File: config.mk
export PLATFORM = sky130hd
export DESIGN_NAME = decode_stage
export DESIGN_NICKNAME = d
export VERILOG_FILES = /design/src/rtl/decode_stage.sv
export SDC_FILE = /design/constraint.sdc
export NUM_CORES = 1
export LEC_CHECK = 0
export ABC_AREA = 1
export CAP_MARGIN = 20
export CORE_ASPECT_RATIO = 0.75
export CORE_UTILIZATION = 49
export DETAILED_ROUTE_END_ITERATION = 6
export PLACE_DENSITY = 0.77
export SLEW_MARGIN = 15
export SYNTH_ARGS = -nofsm -noshare
export SYNTH_HDL_FRONTEND = slang
export SYNTH_SLANG_ARGS = --single-unit
File: constraint.sdc
create_clock -name clk -period 6.95 [get_ports clk]
set_input_delay 2.085 -clock clk [delete_from_list [all_inputs] [get_ports clk]]
set_output_delay 2.085 -clock clk [all_outputs]
set_load 0.005 [all_outputs]
File: src/rtl/decode_stage.sv
// decode_stage: registered instruction decoder feeding a DEPTH-entry FIFO, with flush and halt-drain FSM.
// Optional performance counters are compiled in when DECODE_STAGE_PERF_EN is defined.
package nand_cpu_pkg;
  typedef enum logic [2:0] {
    ALU_CLR, ALU_CP, ALU_NAND, ALU_LS, ALU_RS, ALU_EQ, ALU_NE, ALU_LI
  } ALU_OP;
endpackage

// state  | meaning
// RUN    | accepting instructions from fetch
// DRAIN  | HLT buffered; no accepts, emptying the FIFO
// HALTED | HLT consumed; core halted until reset
module decode_stage #(
  parameter int RA_W  = 4,
  parameter int PC_W  = 8,
  parameter int DEPTH = 2
) (
  input  logic                         clk,
  input  logic                         n_rst,
  input  logic                         in_valid,
  output logic                         in_ready,
  input  logic [RA_W+3:0]              in_instr,
  input  logic [PC_W-1:0]              in_pc,
  input  logic                         flush,
  output logic                         out_valid,
  input  logic                         out_ready,
  output logic [PC_W-1:0]              out_pc,
  output logic                         out_use_ra,
  output logic                         out_use_rt,
  output logic                         out_use_rw,
  output logic [RA_W-1:0]              out_rt_addr,
  output logic [RA_W-1:0]              out_rw_addr,
  output logic                         out_read_ps,
  output logic                         out_write_ps,
  output logic                         out_use_immdt,
  output logic [RA_W+1:0]              out_immdt,
  output logic                         out_jump,
  output logic                         out_branch,
  output logic                         out_interrupt,
  output logic                         out_halt,
  output nand_cpu_pkg::ALU_OP          out_alu_op,
  output logic                         halted,
  output logic [$clog2(DEPTH+1)-1:0]   count
`ifdef DECODE_STAGE_PERF_EN
  ,
  output logic [31:0]                  perf_decoded,
  output logic [31:0]                  perf_stall
`endif
);
  import nand_cpu_pkg::*;

  localparam int IW    = RA_W + 4;
  localparam int CNT_W = $clog2(DEPTH + 1);
  localparam int PTR_W = (DEPTH > 1) ? $clog2(DEPTH) : 1;

  typedef enum logic [1:0] {RUN, DRAIN, HALTED} state_t;

  typedef struct packed {
    logic [PC_W-1:0] pc;
    logic            use_ra;
    logic            use_rt;
    logic            use_rw;
    logic [RA_W-1:0] rt_addr;
    logic [RA_W-1:0] rw_addr;
    logic            read_ps;
    logic            write_ps;
    logic            use_immdt;
    logic [IW-3:0]   immdt;
    logic            jump;
    logic            branch;
    logic            interrupt;
    logic            halt;
    ALU_OP           alu_op;
  } dec_t;

  state_t           state_q, state_d;
  logic [CNT_W-1:0] count_q, count_d;
  logic [PTR_W-1:0] wr_ptr_q, wr_ptr_d, rd_ptr_q, rd_ptr_d;
  dec_t             mem_q [DEPTH];
  dec_t             dec, head;
  logic             push, pop;
  logic [3:0]       opc;
  logic [RA_W-1:0]  operand;

  function automatic logic [PTR_W-1:0] ptr_inc(input logic [PTR_W-1:0] p);
    return (p == PTR_W'(DEPTH - 1)) ? '0 : p + PTR_W'(1);
  endfunction

  assign opc     = in_instr[IW-1:IW-4];
  assign operand = in_instr[RA_W-1:0];

  always_comb begin
    dec           = '0;
    dec.pc        = in_pc;
    dec.rt_addr   = operand;
    dec.immdt     = in_instr[IW-3:0];
    dec.alu_op    = ALU_CLR;
    if (in_instr == '0) begin
      dec.use_rw = 1'b1;
    end else begin
      case (opc)
        4'b0000: begin dec.use_ra = 1'b1; dec.use_rw = 1'b1; dec.rw_addr = operand; dec.alu_op = ALU_CP; end
        4'b0001: begin dec.use_ra = 1'b1; dec.use_rt = 1'b1; dec.use_rw = 1'b1; dec.alu_op = ALU_NAND; end
        4'b0010: begin dec.use_ra = 1'b1; dec.use_rw = 1'b1; dec.alu_op = ALU_LS; end
        4'b0011: begin dec.use_ra = 1'b1; dec.use_rw = 1'b1; dec.alu_op = ALU_RS; end
        4'b0100: begin dec.use_ra = 1'b1; dec.use_rt = 1'b1; dec.write_ps = 1'b1; dec.alu_op = ALU_EQ; end
        4'b0101: begin dec.use_ra = 1'b1; dec.use_rt = 1'b1; dec.write_ps = 1'b1; dec.alu_op = ALU_NE; end
        4'b0110: begin dec.use_rt = 1'b1; dec.read_ps = 1'b1; dec.branch = 1'b1; end
        4'b0111: begin dec.use_rt = 1'b1; dec.use_rw = 1'b1; dec.rw_addr = operand; dec.jump = 1'b1; end
        4'b1100: begin dec.use_rt = 1'b1; dec.use_rw = 1'b1; end
        4'b1101: begin dec.use_ra = 1'b1; dec.use_rt = 1'b1; end
        4'b1110: begin dec.use_immdt = 1'b1; dec.interrupt = 1'b1; end
        4'b1111: begin dec.use_immdt = 1'b1; dec.halt = 1'b1; end
        default: begin dec.use_rw = 1'b1; dec.use_immdt = 1'b1; dec.alu_op = ALU_LI; end // 10xx: LI
      endcase
    end
  end

  assign in_ready  = (count_q < CNT_W'(DEPTH)) && (state_q == RUN);
  assign out_valid = (count_q != '0);
  assign push      = in_valid && in_ready;
  assign pop       = out_valid && out_ready;
  // Head fields are forced to zero while empty so nothing undefined leaks out.
  assign head      = out_valid ? mem_q[rd_ptr_q] : '0;

  always_comb begin
    count_d  = count_q;
    wr_ptr_d = wr_ptr_q;
    rd_ptr_d = rd_ptr_q;
    if (push) wr_ptr_d = ptr_inc(wr_ptr_q);
    if (pop)  rd_ptr_d = ptr_inc(rd_ptr_q);
    case ({push, pop})
      2'b10:   count_d = count_q + CNT_W'(1);
      2'b01:   count_d = count_q - CNT_W'(1);
      default: count_d = count_q;
    endcase
    if (flush) begin
      count_d  = '0;
      wr_ptr_d = '0;
      rd_ptr_d = '0;
    end
  end

  always_comb begin
    state_d = state_q;
    case (state_q)
      RUN:     if (push && dec.halt && !flush) state_d = DRAIN;
      DRAIN:   if (flush) state_d = RUN;
               else if (pop && head.halt) state_d = HALTED;
      HALTED:  state_d = HALTED;
      default: state_d = RUN;
    endcase
  end

  always_ff @(posedge clk or negedge n_rst) begin
    if (!n_rst) begin
      state_q  <= RUN;
      count_q  <= '0;
      wr_ptr_q <= '0;
      rd_ptr_q <= '0;
    end else begin
      state_q  <= state_d;
      count_q  <= count_d;
      wr_ptr_q <= wr_ptr_d;
      rd_ptr_q <= rd_ptr_d;
    end
  end

  always_ff @(posedge clk) begin
    if (push && !flush) mem_q[wr_ptr_q] <= dec;
  end

  assign out_pc        = head.pc;
  assign out_use_ra    = head.use_ra;
  assign out_use_rt    = head.use_rt;
  assign out_use_rw    = head.use_rw;
  assign out_rt_addr   = head.rt_addr;
  assign out_rw_addr   = head.rw_addr;
  assign out_read_ps   = head.read_ps;
  assign out_write_ps  = head.write_ps;
  assign out_use_immdt = head.use_immdt;
  assign out_immdt     = head.immdt;
  assign out_jump      = head.jump;
  assign out_branch    = head.branch;
  assign out_interrupt = head.interrupt;
  assign out_halt      = head.halt;
  assign out_alu_op    = head.alu_op;
  assign halted        = (state_q == HALTED);
  assign count         = count_q;

`ifdef DECODE_STAGE_PERF_EN
  logic [31:0] perf_decoded_q, perf_stall_q;

  always_ff @(posedge clk or negedge n_rst) begin
    if (!n_rst) begin
      perf_decoded_q <= '0;
      perf_stall_q   <= '0;
    end else begin
      if (pop && perf_decoded_q != '1) perf_decoded_q <= perf_decoded_q + 32'd1;
      if (in_valid && !in_ready && state_q == RUN && perf_stall_q != '1)
        perf_stall_q <= perf_stall_q + 32'd1;
    end
  end

  assign perf_decoded = perf_decoded_q;
  assign perf_stall   = perf_stall_q;
`endif

endmodule

# [Word-level counts from Yosys, hierarchy flattened]
# Memories as Yosys holds them, arrays and structs flattened.
# Cells that the tools add are included.
[totals] register_bits=6 mem_bits_rw=70 input_bits=21 memories=1
[op_classes] addsub=4 order_cmp=1 n_eq_ne=17 n_mux=30 n_reduce_logical=23
[memory_table] name="mem_q" words=2 width=35 read_ports=1 rd_clocked_by_memory_dff=0 wr=1 line="79" rtl="dec_t mem_q [DEPTH];"
[op_table] operator="2-to-1 mux 35 bit" n=1
[op_table] operator="one-hot mux 3 bit (7 select lines)" n=1
[op_table] operator="2-to-1 mux 1 bit" n=18
[op_table] operator="equality test 4 x 3 -> 1 bit, second input constant" n=4
[op_table] operator="equality test 4 bit, second input constant" n=4
[op_table] operator="2-to-1 mux 7 bit" n=2
[op_table] operator="OR reduction 7 bit" n=2
[op_table] operator="OR reduction 6 bit" n=2
[op_table] operator="2-to-1 mux 2 bit" n=5
[op_table] operator="OR reduction 10 bit" n=1
[op_table] operator="equality test 4 x 2 -> 1 bit, second input constant" n=2
[op_table] operator="logical NOT 8 bit" n=1
[op_table] operator="logical AND 1 bit" n=7
[op_table] operator="one-hot mux 2 bit (3 select lines)" n=1
[op_table] operator="nonzero test 2 bit" n=3
[op_table] operator="equality test 2 x 1 -> 1 bit, second input constant" n=2
[op_table] operator="equality test 2 bit, second input constant" n=2
[op_table] operator="equality test 4 x 1 -> 1 bit, second input constant" n=1
[op_table] operator="logical NOT 4 bit" n=1
[op_table] operator="2-to-1 mux 4 bit" n=1
[op_table] operator="one-hot mux 2 bit (2 select lines)" n=1
[op_table] operator="OR reduction 2 bit" n=2
[op_table] operator="inequality test 3 bit, second input constant" n=1
[op_table] operator="nonzero test 3 bit" n=1
[op_table] operator="8 further kinds" n=9

# [Depth between registers and ports, before layout]
# Gate-level depths: netlist (run 1).
[depth] ltp_word=8 depth_mapped=7 ltp_nobuf=7

# [Least setup slack after synthesis (run 1)]
# No wires, ideal clock.
[synth_path] kind="input port to flip-flop" start="input in_valid" end="memory mem_q[0][0] (netlist name) (enable)" setup_ps=417 arrival_time_ps=3639 required_ps=6533 setup_slack_ps=2894 stages=4 path_buffers=0 cell_sequence="nand3_1 -> inv_1 -> nand2_1 -> nor2_1"
[synth_between] elab_chain_cells=4
[synth_lines] item="from (decl)" line="20" rtl="input logic in_valid,"
[synth_lines] item="logical AND 1 bit" line="121" rtl="assign push = in_valid && in_ready;"
[synth_lines] item="logical AND 1 bit" line="170" rtl="if (push && !flush) mem_q[wr_ptr_q] <= dec;"
[synth_lines] item="2-to-1 mux 1 bit" line="170"
[synth_lines] item="2-to-1 mux 1 bit (not written as such)" line="170"
[synth_lines] item="to (decl)" line="79"
# Every way passes these cells.

# [Final worst setup path (run 1)]
[layout_path] start="register rd_ptr_q" end="output out_read_ps"
[layout_between] elab_chain_cells=2
[layout_lines] item="from (decl)" line="78" rtl="logic [PTR_W-1:0] wr_ptr_q, wr_ptr_d, rd_ptr_q, rd_ptr_d;"
[layout_lines] item="from (signal assigned)" line="165" rtl="rd_ptr_q <= rd_ptr_d;"
[layout_lines] item="memory (2 x 35 bit)"
[layout_lines] item="2-to-1 mux 35 bit" line="124" rtl="assign head = out_valid ? mem_q[rd_ptr_q] : '0;"
[layout_lines] item="to (decl)" line="33" rtl="output logic out_read_ps,"
# Every way passes these cells.

==> impl_metrics.tcl, run 1 <==
set metrics [dict create \
    status "finished clean" \
    async_flop_share_pct 9.09 \
    end_kind "primary output" \
    max_freq_mhz 211 \
    synth_area_leaders "edfxtp_1 (62%), nand2_1 (10%), dfrtp_1 (5.2%)" \
    synth_nets 286 \
    p_leak_nw 1.38 \
    fin_crit_ns 4.74 \
    gp_congestion 0.834 \
    finalSetupViolCount 0 \
    start_kind "flop" \
    post-route-period-util_pct 68.2 \
    hold_viol 0 \
    dr.pass1.iters 4 \
    place_hpwl_mm 3.72 \
    vias 2038 \
    wl_per_cell_um 14.1 \
    die_h_um 68.8 \
    num_rows 23 \
    cpMaxStageDelayCell "dfrtp_1" \
    crit_family "flip-flops" \
    fillCellCount 456 \
    grt_max_degree 33 \
    cts_buffer_depth 2 \
    clock_skew_ns 0.00618 \
    drc_errors 0 \
    wl_met3_um 301 \
    synth_top_family_by_area "simple AND/OR/NAND/NOR gates" \
    yosysTopAreaCellShare_pct 61.8 \
    synth_cell_types 23 \
    yosys_warnings 0 \
    cts_tree "yes" \
    postSynthCellCount 265 \
    grt_pass1_vias 1881 \
    ir_drop_mv 0.195 \
    finalWirelength_mm 5.69 \
    synth_compound_area_share_pct 9.36 \
    crit_arrival_ns 2.66 \
    die_w_um 91.0 \
    drive_gt1_share_pct 13.1 \
    synth-simple-area-share_pct 16.8 \
    port_buffers 60 \
    ys_seq_elements 66 \
    first_iter_violations 84 \
    cts_resized 0 \
    post-synth-top-count-cell "nand2_1" \
    io_pins 61 \
    synth_seq_area_share_pct 67.0 \
    antenna_found_initial 0 \
    fin_nets 344 \
    worstPathMaxFanout 32 \
    synthAdderAreaFrac_pct 0 \
    n_antenna_cell 0 \
    syn_avg_cell_area_sq_um 11.0 \
    synth_xor_area_share_pct 0.301 \
    grt_overflow 0 \
    clkTransAtPathRegs_ns 0.06 \
    fp.dieArea_sq_um 6260 \
    cts_hold_buf 0 \
    cts_setup_buffers 0 \
    layout-area-overhead-vs-synth_pct 27.1 \
    wl_met2_mm 2.72 \
    highest_layer "met4" \
    drv_slew 0 \
    critical-path-max-stage-delay_ns 1.02 \
    initial_core_util_pct 52.7 \
    met1Wirelength_mm 2.57 \
    crit_type "flop to primary output" \
    grt_usage_pct 19.8 \
    p_per_area_nw_per_um2 285 \
    grt_pass1_wl_mm 8.98 \
    ant_nets 0 \
    syn_area_sq_um 2910 \
    worst_slew_pin_slew_ns 1.04 \
    synth_top_area_cell "edfxtp_1" \
    rsz0062_at_grt "false" \
    cp_data_required_time_ns 4.87 \
    core_area_sq_um 5530 \
    holdCritPathClass "flop to flop" \
    critPathBufInv 2 \
    vias_per_cell 5.06 \
    yosys-top-cells-count "nand2_1 (78), edfxtp_1 (60), a21oi_1 (23)" \
    ys.flop_type "edfxtp_1" \
    numCtsBuffers 9 \
    slew-limit-headroom_pct 30.9 \
    synth_edf_count 60 \
    muxShareOfSynthArea_pct 0 \
    clkSinkCount 66 \
    max_cap_viol_count 0 \
    clkLatencyLatePin_ns 0.34 \
    crit_chain "inv_2 -> nand2_1 -> a21oi_1 -> clkdlybuf4s50_1" \
    tns_ns 0 \
    final_core_util_pct 67.0 \
    root_buffer "clkbuf_8" \
    cts-htree-levels 3 \
]
-- through the flow --
step           instance area, sq um  hold WS, ns  setup WS (ns)  power [mW]  instances
3_3_place_gp                   3530        0.492           2.59       0.783        387
3_5_place_dp                   3530        0.506           2.55       0.787        387
5_1_grt                        3700        0.565           2.01        1.11        403
2_1_floorplan                  2910        0.458           2.89       0.621        265
4_1_cts                        3700        0.516           2.17        1.07        403
6_report                       3700        0.521           2.21        1.06        403
-- cell families (layout without fill, tap and decap cells) --
| logic type | Yosys count | after routing |
|---|---|---|
| flops | 66 | 66 |
| simple gates | 116 | 116 |
| xor+xnor | 1 | 1 |
| compound gates | 44 | 44 |
| buf+inv | 38 | 101 |
-- final timing paths --
kind	start	cells past startpoint	end	slack [ns]
min reg2reg	wr_ptr_q$_DFFE_PN0P_	1	wr_ptr_q$_DFFE_PN0P_	0.52
min	wr_ptr_q$_DFFE_PN0P_	1	wr_ptr_q$_DFFE_PN0P_	0.52
max reg2reg	rd_ptr_q$_DFFE_PN0P_	7	state_q[1]$_DFFE_PN0P_	4.73
max	rd_ptr_q$_DFFE_PN0P_	4	out_read_ps	2.21
min in group asynchronous	n_rst	1	count[0]$_DFFE_PN0P_	1.99
max in group asynchronous	n_rst	1	state_q[0]$_DFFE_PN0P_	4.72
-- layer usage --
| metal | up-vias | global-route usage (%) |
|---|---|---|
| met1 | 960 | 23.1 |
| met5 | - | 0 |
| met4 | 0 | 8.53 |
| li1 | 1006 | - |
| met2 | 61 | 35.3 |
| met3 | 11 | 5.59 |
-- cells in the final DEF (no fill, tap or decap) --
cell type,n
buf_4,2
nor2_1,13
nor2_2,7
clkdlybuf4s50_1,60
xor2_1,1
a21oi_1,23
clkbuf_1,2
edfxtp_1,60
clkinv_1,1
o311ai_0,1
nand3_2,2
o21ai_0,6
dfrtp_1,6
inv_2,2
nor2_4,1
nand3_1,9
clkinv_2,3
a21oi_2,12
nand2_1,78
inv_1,20
clkbuf_8,11
a211oi_1,1
nand4_1,3
nand2_2,3
o22ai_1,1
-- report_power, final --
| group | internal, mW | switching [mW] |
|---|---|---|
| Combinational | 0.174 | 0.143 |
| Sequential | 0.437 | 0.0209 |
| Clock | 0.147 | 0.132 |
| Total | 0.759 | 0.297 |
-- area by class of cell --
type                    instances  area (sq um)  area share (%)
repair buffers                 62           616            16.6
clock inverters                 3          15.0           0.406
clock buffers                  13           159            4.29
multi-input cells             161           781            21.1
well taps                      75          93.8            2.53
inverters                      23          86.3            2.33
flip-flops and latches         66          1950            52.7
-- registers in the layout (all words and copies together) (netlist names) --
register  cells
wr_ptr_q      1
rd_ptr_q      1
state_q       2
count         2
mem_q        60
No activity file was read; power rests on OpenSTA's default activity.
==> run 2, diff against run 1 <==
--- a/config.mk
+++ b/config.mk
@@ -8,9 +8,9 @@
 export ABC_AREA = 1
 export CAP_MARGIN = 20
 export CORE_ASPECT_RATIO = 0.75
-export CORE_UTILIZATION = 49
+export CORE_UTILIZATION = 46
 export DETAILED_ROUTE_END_ITERATION = 6
-export PLACE_DENSITY = 0.77
+export PLACE_DENSITY = 0.76
 export SLEW_MARGIN = 15
 export SYNTH_ARGS = -nofsm -noshare
 export SYNTH_HDL_FRONTEND = slang
==> constraint.sdc (replaced) <==
create_clock -name clk -period 3.94 [get_ports clk]
set_input_delay 1.182 -clock clk [delete_from_list [all_inputs] [get_ports clk]]
set_output_delay 1.182 -clock clk [all_outputs]
set_load 0.005 [all_outputs]
==> run 2 against run 1 <==
  * Global-route usage decreased by 0.31 points
  * Clock skew increased by 0.00088 ns
  * Combinational power increased by 86%
  * Critical endpoint is now out_jump
  * Setup slack got worse by 1.6 ns
  * Largest power group unchanged
  * Count of clock-buffer cells in the layout unchanged
==> impl_metrics.tcl, run 2 (synthesis gave the netlist of run 1 again) <==
set metrics [dict create \
    status "finished clean" \
    max_cap_viol_count 0 \
    crit_arrival_ns 2.14 \
    final_area_sq_um 3730 \
    crit_type "flop to primary output" \
    vias_per_cell 4.90 \
    power_mw 1.87 \
    clkTransAtPathRegs_ns 0.07 \
    wl_per_cell_um 13.7 \
    drc_errors 0 \
    rr_endpoint "mem_q[0][11]$_DFFE_PP_" \
    rsz0062_at_grt "false" \
    cpMaxStageDelayCell "dfrtp_1" \
    cts-htree-levels 3 \
    largest_reg_flops 60 \
    layout_commonest_cell "nand2_1" \
    mostFrequentLayoutCells "nand2_1 (78), clkdlybuf4s50_1 (60), edfxtp_1 (60)" \
    final_core_util_pct 62.7 \
    met1Wirelength_mm 2.64 \
    hold_start "wr_ptr_q$_DFFE_PN0P_" \
    vias 1999 \
    layout-area-overhead-vs-synth_pct 28.0 \
    finalSetupViolCount 0 \
    fin_crit_ns 3.32 \
    grt_pass1_vias 1981 \
    cts_setup_buffers 0 \
    slew-limit-headroom_pct 63.6 \
    grt_usage_pct 19.5 \
    cts_hold_buf 0 \
    worstPathMaxFanout 18 \
    r2r_setup_slack_ns 2.12 \
    hold_end "wr_ptr_q$_DFFE_PN0P_" \
    regMostFlops "mem_q" \
    dr.pass1.iters 4 \
    drv_slew 0 \
    grt_overflow 0 \
    clock_skew_ns 0.00706 \
    fin_nets 346 \
    initial_core_util_pct 49.0 \
    finalWirelength_mm 5.61 \
    grt_max_degree 33 \
    grt_pass1_wl_mm 9.47 \
    p_leak_nw 1.39 \
    wl_met2_mm 2.46 \
    antenna_found_initial 0 \
    whs_ns 0.572 \
    cts_tree "yes" \
    ant_nets 0 \
    hold_viol 0 \
    cp_data_required_time_ns 2.76 \
    root_buffer "clkbuf_8" \
    drive_gt1_share_pct 13.3 \
    end_kind "primary output" \
    clkLatencyLatePin_ns 0.34 \
    first_iter_violations 136 \
    cts_resized 0 \
    die_w_um 93.9 \
    clkSinkCount 66 \
    tns_ns 0 \
    place_hpwl_mm 3.71 \
    gp_congestion 0.826 \
    wl_met3_um 433 \
    critical-path-max-stage-delay_ns 0.49 \
    n_antenna_cell 0 \
    fp.dieArea_sq_um 6660 \
    core_area_sq_um 5950 \
    holdCritPathClass "flop to flop" \
    p_per_area_nw_per_um2 500 \
    post_dp_cell_area_sq_um 3560 \
    ir_drop_mv 0.303 \
    highest_layer "met4" \
    post-route-period-util_pct 84.4 \
    hold_depth 1 \
    worst_slew_pin_slew_ns 0.545 \
    max_freq_mhz 301 \
    numCtsBuffers 9 \
    port_buffers 60 \
    start_kind "flop" \
    die_h_um 70.9 \
    fillCellCount 471 \
    crit_chain "nor2_4 -> buf_4 -> a21oi_1 -> clkdlybuf4s50_1" \
    cts_buffer_depth 2 \
    reg2regPathDepth 6 \
    timing.rr.start "count[1]$_DFFE_PN0P_" \
    num_rows 24 \
    io_pins 61 \
]
-- run 2: where the power goes --
part	internal, mW	total, mW	switching, mW
combinational	0.313	0.593	0.279
sequential	0.772	0.789	0.0171
clock	0.259	0.485	0.227
-- run 2: layout make-up --
class                      instances  area (sq um)  share of cell area, %
timing repair buffer              64           631                   16.9
inverter                          23          86.3                   2.31
clock inverter                     3          13.8                  0.369
tap                               78          97.6                   2.62
clock buffer                      13           159                   4.26
multi-input combinational        161           791                   21.2
sequential                        66          1950                   52.3
-- run 2: critical path, delay by kind of cell, from the launching register on --
family / cells / cell delay, ns
flip-flops: 1 / 0.49
buffers and inverters: 2 / 0.76
AND/OR/NAND/NOR: 1 / 0.47
AO/OA/AOI/OAI: 1 / 0.08
-- run 2: metrics by stage --
stage	worst slack [ns]	std cells
finish	0.615	408
global route	0.451	408
CTS	0.563	408
detailed placement	0.933	392
global placement	0.989	392
floorplan	0.787	265
-- run 2: how the worst max path moves through the flow --
| stage | start | cells past startpoint | slack (ns) | endpoint |
|---|---|---|---|---|
| 5_1_grt | count[1]$_DFFE_PN0P_ | 4 | 0.45 | out_jump |
| 6_report | count[1]$_DFFE_PN0P_ | 4 | 0.62 | out_jump |
| 2_1_floorplan | in_valid | 4 | 0.79 | mem_q[0][0]$_DFFE_PP_ |
| 4_1_cts | count[1]$_DFFE_PN0P_ | 4 | 0.56 | out_jump |
| 3_5_place_dp | count[1]$_DFFE_PN0P_ | 4 | 0.93 | out_jump |
| 3_3_place_gp | in_valid | 6 | 0.99 | mem_q[0][33]$_DFFE_PP_ |
-- run 2: per-layer routing --
layer	global-route usage (%)	vias up
met5	0	-
met4	8.55	0
met3	6.88	8
met2	27.8	76
met1	27.0	905
li1	-	1010
==> run 3, diff against run 2 <==
==> constraint.sdc (replaced) <==
create_clock -name clk -period 2.9 [get_ports clk]
set_input_delay 0.87 -clock clk [delete_from_list [all_inputs] [get_ports clk]]
set_output_delay 0.87 -clock clk [all_outputs]
set_load 0.005 [all_outputs]
==> run 3 against run 2 <==
  * Register-to-register slack worse by 1.1 ns
  * Combinational power is 39% higher
  * Final area is 0.97% higher
  * Wire length is 4.8% higher
  * First-iteration DRC count is 5.1% higher
  * Clock power is 43% higher
  * Critical endpoint is now out_immdt[3]
==> impl_metrics.tcl, run 3 (synthesis gave the netlist of run 1 again) <==
set metrics [dict create \
    status "finished clean" \
    cts-htree-levels 3 \
    initial_core_util_pct 49.0 \
    crit_arrival_ns 1.91 \
    clkSinkCount 66 \
    clkTransAtPathRegs_ns 0.07 \
    reg2regPathDepth 3 \
    max_freq_mhz 360 \
    port_buffers 60 \
    antenna_found_initial 0 \
    finalWirelength_mm 5.87 \
    first_iter_violations 143 \
    final_core_util_pct 63.3 \
    ir_drop_mv 0.455 \
    dr.pass1.iters 4 \
    r2r_setup_slack_ns 1.04 \
    grt_usage_pct 19.3 \
    max_cap_viol_count 0 \
    cpMaxStageDelayCell "clkdlybuf4s50_1" \
    p_per_area_nw_per_um2 688 \
    drv_slew 0 \
    met1Wirelength_mm 2.78 \
    crit_chain "inv_4 -> nand2_1 -> a21oi_1 -> clkdlybuf4s50_1" \
    fin_crit_ns 2.78 \
    hold_depth 1 \
    holdCritPathClass "flop to flop" \
    drc_errors 0 \
    post-route-period-util_pct 95.9 \
    grt_pass1_vias 1930 \
    cts_tree "yes" \
    hold_start "wr_ptr_q$_DFFE_PN0P_" \
    wl_met2_mm 2.76 \
    regMostFlops "mem_q" \
    critPathBufInv 2 \
    final.setup.worst_slack_ns 0.120 \
    rr_endpoint "mem_q[1][30]$_DFFE_PP_" \
    wl_met3_um 297 \
    layout_commonest_cell "nand2_1" \
    worst_slew_pin_slew_ns 0.879 \
    tns_ns 0 \
    die_h_um 70.9 \
    place_hpwl_mm 3.91 \
    n_antenna_cell 0 \
    hold_viol 0 \
    grt_max_degree 33 \
    finalSetupViolCount 0 \
    num_rows 24 \
    crit_family "buffers and inverters" \
    slew-limit-headroom_pct 41.3 \
    core_area_sq_um 5950 \
    fp.dieArea_sq_um 6660 \
    clkLatencyLatePin_ns 0.33 \
    ant_nets 0 \
    crit_type "flop to primary output" \
    clock_skew_ns 0.00563 \
    worstPathMaxFanout 32 \
    die_w_um 93.9 \
    cp_data_required_time_ns 2.03 \
    layout-area-overhead-vs-synth_pct 29.2 \
    drive_gt1_share_pct 13.9 \
    cts_buffer_depth 2 \
    vias_per_cell 4.97 \
    critical-path-max-stage-delay_ns 0.56 \
    grt_overflow 0 \
    hold_end "wr_ptr_q$_DFFE_PN0P_" \
    wl_per_cell_um 14.4 \
    dp_slack_ns 0.200 \
    fin_nets 347 \
    vias 2033 \
    root_buffer "clkbuf_8" \
    largest_reg_flops 60 \
    io_pins 61 \
    gp_congestion 0.855 \
    numCtsBuffers 9 \
    start_kind "flop" \
    timing.rr.start "state_q[0]$_DFFE_PN0P_" \
    mostFrequentLayoutCells "nand2_1 (78), clkdlybuf4s50_1 (60), edfxtp_1 (60)" \
    end_kind "primary output" \
    grt_pass1_wl_mm 9.45 \
    p_leak_nw 1.41 \
    highest_layer "met4" \
]
## run 3: timing repair
item | 4_1_cts | 5_1_grt
gates cloned | 0 | 0
endpoints found under the hold margin | 0 | 0
hold buffers | 0 | 0
endpoints found under the setup margin | 8 | 5
resized for setup | 1 | 1
buffers inserted | 0 | 0
## run 3: area by class of cell
cell class / count / area (sq um)
Clock buffer: 14 / 173
Clock inverter: 2 / 10.0
Fill cell: 496 / 2180
Inverter: 23 / 88.8
Multi-Input combinational cell: 161 / 791
Sequential cell: 66 / 1950
Tap cell: 78 / 97.6
Timing Repair Buffer: 65 / 654
## run 3: worst max path at each step
stage                          from                     end  slack (ns)  cells past startpoint
6_report       rd_ptr_q$_DFFE_PN0P_            out_immdt[3]        0.12                      4
3_5_place_dp               in_valid  mem_q[1][28]$_DFFE_PP_        0.20                      3
3_3_place_gp               in_valid  mem_q[1][27]$_DFFE_PP_        0.25                      3
2_1_floorplan              in_valid   mem_q[0][0]$_DFFE_PP_        0.06                      4
4_1_cts        rd_ptr_q$_DFFE_PN0P_            out_immdt[3]        0.05                      4
5_1_grt        rd_ptr_q$_DFFE_PN0P_            out_immdt[3]      -0.004                      4
## run 3: routing by layer
| layer | vias to the layer above | GRT usage (%) |
|---|---|---|
| li1 | 1022 | - |
| met1 | 956 | 25.6 |
| met2 | 49 | 30.6 |
| met3 | 6 | 6.99 |
| met4 | 0 | 4.27 |
| met5 | - | 0 |
## run 3: metrics by stage
step	instance area, sq um	instances	hold WS [ns]	total power, mW
after global routing	3770	409	0.604	2.74
after global placement	3580	393	0.536	1.90
after CTS	3760	409	0.560	2.61
after detailed placement	3580	393	0.548	1.92
after floorplan	2910	265	0.458	1.49
final	3770	409	0.559	2.59
## run 3: report_power, final
part | switching (mW) | leakage (nW) | total [mW] | internal (mW)
combinational | 0.385 | 0.732 | 0.822 | 0.437
sequential | 0.0266 | 0.578 | 1.07 | 1.05
clock | 0.317 | 0.0965 | 0.695 | 0.378
